**src/rtl/mem_port_arbiter.sv**
```systemverilog
// Single-port memory arbiter between instruction fetch and load/store.
// LS has fixed priority; a starvation guard periodically lets IF through.
module mem_port_arbiter #(
  parameter int ADDR_W     = 32,
  parameter int DATA_W     = 32,
  parameter int STARVE_MAX = 4,
  parameter int CNT_W      = 16
) (
  input  logic                clk,
  input  logic                rst,
  input  logic                if_req,
  input  logic [ADDR_W-1:0]   if_addr,
  output logic                if_gnt,
  output logic                if_rvalid,
  output logic [DATA_W-1:0]   if_rdata,
  input  logic                ls_req,
  input  logic                ls_we,
  input  logic [DATA_W/8-1:0] ls_be,
  input  logic [ADDR_W-1:0]   ls_addr,
  input  logic [DATA_W-1:0]   ls_wdata,
  output logic                ls_gnt,
  output logic                ls_rvalid,
  output logic [DATA_W-1:0]   ls_rdata,
  output logic                mem_req,
  output logic                mem_we,
  output logic [DATA_W/8-1:0] mem_be,
  output logic [ADDR_W-1:0]   mem_addr,
  output logic [DATA_W-1:0]   mem_wdata,
  input  logic [DATA_W-1:0]   mem_rdata,
  output logic [CNT_W-1:0]    conflict_cnt
);

  // Stores are tracked separately so their completion returns zero data.
  typedef enum logic [1:0] {OWN_NONE, OWN_IF, OWN_LD, OWN_ST} owner_e;

  localparam logic [3:0] STARVE_LIM = 4'(STARVE_MAX);

  logic [3:0]       starve_q, starve_d;
  owner_e           owner_q, owner_d;
  logic [CNT_W-1:0] cnt_q, cnt_d;
  logic             both;

  always_comb begin
    both   = if_req & ls_req;
    if_gnt = 1'b0;
    ls_gnt = 1'b0;
    // Grants are combinational, so they are gated by reset explicitly.
    if (rst) begin
      if (ls_req && !(if_req && starve_q == STARVE_LIM)) ls_gnt = 1'b1;
      else if (if_req)                                   if_gnt = 1'b1;
    end
    mem_req   = if_gnt | ls_gnt;
    mem_we    = 1'b0;
    mem_be    = '0;
    mem_addr  = '0;
    mem_wdata = '0;
    if (ls_gnt) begin
      mem_we    = ls_we;
      mem_be    = ls_be;
      mem_addr  = ls_addr;
      mem_wdata = ls_wdata;
    end else if (if_gnt) begin
      mem_be   = '1;
      mem_addr = if_addr;
    end

    if (!if_req || if_gnt)          starve_d = '0;
    else if (starve_q != STARVE_LIM) starve_d = starve_q + 4'd1;
    else                            starve_d = starve_q;

    if (if_gnt)      owner_d = OWN_IF;
    else if (ls_gnt) owner_d = ls_we ? OWN_ST : OWN_LD;
    else             owner_d = OWN_NONE;

    cnt_d = (both && cnt_q != '1) ? cnt_q + 1'b1 : cnt_q;
  end

  always_ff @(posedge clk or negedge rst) begin
    if (!rst) begin
      starve_q <= '0;
      owner_q  <= OWN_NONE;
      cnt_q    <= '0;
    end else begin
      starve_q <= starve_d;
      owner_q  <= owner_d;
      cnt_q    <= cnt_d;
    end
  end

  assign if_rvalid    = (owner_q == OWN_IF);
  assign ls_rvalid    = (owner_q == OWN_LD) || (owner_q == OWN_ST);
  assign if_rdata     = if_rvalid ? mem_rdata : '0;
  assign ls_rdata     = (owner_q == OWN_LD) ? mem_rdata : '0;
  assign conflict_cnt = cnt_q;

endmodule

```
**config.mk**
```make
export PLATFORM = sky130hd
export DESIGN_NAME = mem_port_arbiter
export DESIGN_NICKNAME = d
export VERILOG_FILES = /design/src/rtl/mem_port_arbiter.sv
export SDC_FILE = /design/constraint.sdc
export NUM_CORES = 1
export LEC_CHECK = 0
export ABC_CLOCK_PERIOD_IN_PS = 1700
export CAP_MARGIN = 20
export CORE_MARGIN = 10
export CORE_UTILIZATION = 23
export DETAILED_ROUTE_END_ITERATION = 8
export PLACE_DENSITY = 0.87
export SLEW_MARGIN = 20
export SYNTH_ARGS = -nofsm -noshare
export SYNTH_HDL_FRONTEND = slang
export SYNTH_SLANG_ARGS = --single-unit
```
**constraint.sdc**
```tcl
create_clock -name clk -period 1.7 [get_ports clk]
set_input_delay 0.34 -clock clk [delete_from_list [all_inputs] [get_ports clk]]
set_output_delay 0.34 -clock clk [all_outputs]
set_load 0.005 [all_outputs]
```
==> metrics.md <==
| Metric | Value |
|---|---|
| Final setup fails | `100` |
| Placer Congestion | `0.8671` |
| All-Layer GR Usage | `20.95%` |
| Switching Share | `30.58%` |
| Mapped Avg Cell Area | `8.492 um2` |
| Synth unique cells | `37` |
| Rows | `35` |
| TritonCTS clock tree | `done` |
| Critical path cell sequence | `inv_2 -> ha_4 -> nand3b_1 -> a21boi_2 -> and2_4 -> buf_6 -> buf_12 -> buf_16 -> buf_6 -> a22o_1 -> buf_2` |
| Clock slew at reported path FFs | `80 ps` |
| Antenna violations before repair | `4` |
| Routed via count | `3406` |
| EDFF count, synth | `0` |
| Multiplexer share of the synthesized area | `0%` |
| Startpoint Class | `flip-flop` |
| Sink Count | `22` |
| Post-detail-place hpwl | `12600 um` |
| Register share of total power | `26.8%` |
| Synth Area in Compound Gates | `19.03%` |
| Global-route wire length before repair | `21970 um` |
| Worst-Margin Slew | `377.3 ps` |
| Placed Cells | `663` |
| Peak per-stage delay on the critical path | `400 ps` |
| Placement Setup Slack | `-840.4 ps` |
| Largest net degree at the start of global routing | `26` |
| Net Count, Synth | `394` |
| Dominant synthesized flop cell | `dfrtp_1` |
| Yosys top cell by area | `and2_1` |
| Vias per cell | `4.717` |
| Final nets | `750` |
| RSZ-0062 raised after global routing | `true` |
| Vias in the first global route | `3550` |
| Failing checks | `negative setup slack` |
| LEAKAGE | `0.003050 uW` |
| DIE AREA | `13650 um2` |
| Top cell type's share of synthesized area | `28.71%` |
| Post-synthesis xor/xnor area fraction | `6.090%` |
| CTS root buf | `clkbuf_8` |
| Post-synthesis simple-gate area fraction | `43.56%` |
| WP buf/inv | `6` |
| H-tree Lvls | `1` |
| Hold-fix buffers, CTS | `0` |
| Post-route DRC | `0` |
| PortBufs | `290` |
| Layout Area Growth over Synthesis | `193.4%` |
| Outcome | `complete, but fails checks` |
| Die width | `116.8 um` |
| Clock share of power | `12.1%` |
| Clock latency on the worst-skew pair | `260 ps` |
| Layout Skew | `6.600 ps` |
| First-pass DRT Iterations | `4` |
| Post-synthesis cell area | `2157 um2` |
| Leading post-synthesis cells by cell area | `and2_1 (29%), dfrtp_1 (26%), a22o_1 (13%)` |
| Combinational Power Share | `61.1%` |
| Minimum clock period | `2341 ps` |
| Final WL | `16910 um` |
| PD cells | `412.8 nW/um2` |
| CP Data Arrival Time | `2000 ps` |
| Total grt overflow | `0` |
| Initial core utilization | `23.46%` |
| Crit end category | `output port` |
| Crit-path max FO | `5` |
| WL per Instance | `23.42 um` |
| Hold crit path type | `input port to asynchronous set/reset pin` |
| Switch Pwr | `798.8 uW` |
| Cell family with most CP delay | `buffers and inverters` |
| Fin cells | `722` |
| # IOs | `291` |
| Fin Hold WS | `442.9 ps` |
| Final Hold Vio Count | `0` |
| DR iter-0 viols | `206` |
| Cells after Synth | `254` |
| Adder-cell share of the synthesized area | `1.740%` |
| Setup ws final | `-641.1 ps` |
| Tcrit/Tclk final | `137.7%` |
| Critical-path top delay cell | `dfrtp_1` |
| Syn. warnings | `0` |
| FFs w/ async S/R, synth | `100.0%` |
| Final max-slew violation count | `0` |
| Die Span Y | `116.8 um` |
| Synthesized flop and latch total | `22` |
| Cts bufs inserted | `3` |
| Peak VDD IR | `480.5 uV` |
| CP dominant cell by count | `buf_6` |
| Sequential fraction of the synthesis area | `25.52%` |
| Rel. slew slack | `74.62%` |
| Core Area | `9196 um2` |
| Dominant combinational cell family by area after synthesis | `simple AND/OR/NAND/NOR gates` |
| CTS max path bufs | `2` |
| Internal | `1814 uW` |
| Fmax | `0.4272 GHz` |
| Final ANT Viol Nets | `0` |
| Layout cells sized above 1 | `53.13%` |
| Critical path class | `flip-flop to output port` |
| Max-cap violation count | `0` |
| Critical path data required time | `1360 ps` |
[final cells by class]
class / instances / area [um2]
flip-flops and latches: 22 / 551.8
inverters: 2 / 7.507
well taps: 111 / 138.9
fillers: 667 / 2868
clock buffers: 3 / 41.29
multi-input cells: 211 / 1809
repair buffers: 370 / 3772
diodes: 3 / 7.507
[worst paths after layout]
| kind | slack, ps | to | cells past startpoint | start |
|---|---|---|---|---|
| min | 440 | starve_q[2] | 2 | rst |
| max reg2reg | -140 | owner_q[0] | 9 | starve_q[0] |
| min reg2reg | 520 | conflict_cnt[15] | 1 | conflict_cnt[15] |
| max | -640 | mem_addr[5] | 11 | starve_q[0] |
| min in group clk | 520 | conflict_cnt[15] | 1 | conflict_cnt[15] |
| max in group asynchronous | 870 | conflict_cnt[8] | 2 | rst |
[cells in the mapped netlist, types with 2 or more instances]
cell type	n
and3_1	5
and2_1	99
inv_1	2
clkbuf_1	12
buf_2	7
o21ai_0	3
nand3_1	8
nor2b_1	2
nand4_1	6
and4_1	3
or2_1	2
nor2_1	3
xnor2_1	11
a22o_1	32
dfrtp_1	22
xor2_1	4
nand2b_1	2
nand2_1	7
ha_1	3
a21o_1	4
[worst register-to-register path, cell delays in order (launching register included)]
cell and delay, ps:
dfrtp_1 400, inv_2 80, ha_4 130, buf_4 120
nand4b_4 100, and3_4 240, buf_4 160, buf_6 110
and2_4 150, or2_1 230
[power by group through the flow]
stage          registers (uW)  clock network [uW]  logic, uW
3_5_place_dp              702                   0       1310
5_1_grt                   712                 347       1690
6_report                  701                 315       1600
4_1_cts                   693                 331       1410
3_3_place_gp              695                   0       1270
2_1_floorplan             706                   0        346
[placed cells by master, fill, tap and decap left out, drive strengths merged, types with 2 or more instances in the layout]
cell           Yosys  final
and3               5      5
dfrtp             22     22
dlymetal6s2s       0      2
nor2               3      3
nor2b              2      2
and2              99     99
buf                7    208
nand3              9      9
ha                 3      3
inv                2      2
diode              0      3
a21o               4      4
or2                2      2
a22o              32     32
xnor2             11     11
and4               3      3
nand2              7      7
clkdlybuf4s50      0    150
nand4              8      8
nand2b             2      2
o21ai              3      3
xor2               4      4
clkbuf            12     12
[what timing repair did]
item / 4_1_cts / 5_1_grt
setup endpoints to repair: 142 / 152
pin swaps: 24 / 47
setup buffers: 31 / 19
gates resized for setup: 583 / 200
gates cloned: 10 / 4
[logic make-up after synthesis]
logic type / Yosys count
DFF: 22
adders and majority gates: 3
xor gates and xnor gates: 15
buffers and inverters: 21
and+or+nand+nor: 147
AOI/OAI and AO/OA: 46
[routing by layer]
metal	vias to the layer above	global-route usage (%)	wire, um
met2	180	37.50	8778
met5	-	0	20
met4	2	2.965	149
met3	12	8.410	1622
li1	1600	-	-
met1	1612	23.27	6339
[per-stage QoR]
step	total power [uW]	area (um2)	util (%)	TNS [ps]
3_3_place_gp	1964	5400	58.72	-58400
4_1_cts	2432	5665	61.61	-42060
2_1_floorplan	1052	2236	-	-945.2
6_report	2612	6329	68.82	-39190
3_5_place_dp	2008	5400	58.72	-62380
5_1_grt	2747	6321	68.73	-47820
[registers in the layout, indices dropped and copies added (netlist names)]
name and count:
conflict_cnt 16, owner_q 2, starve_q 4
Power figures use the tool's default switching activity.
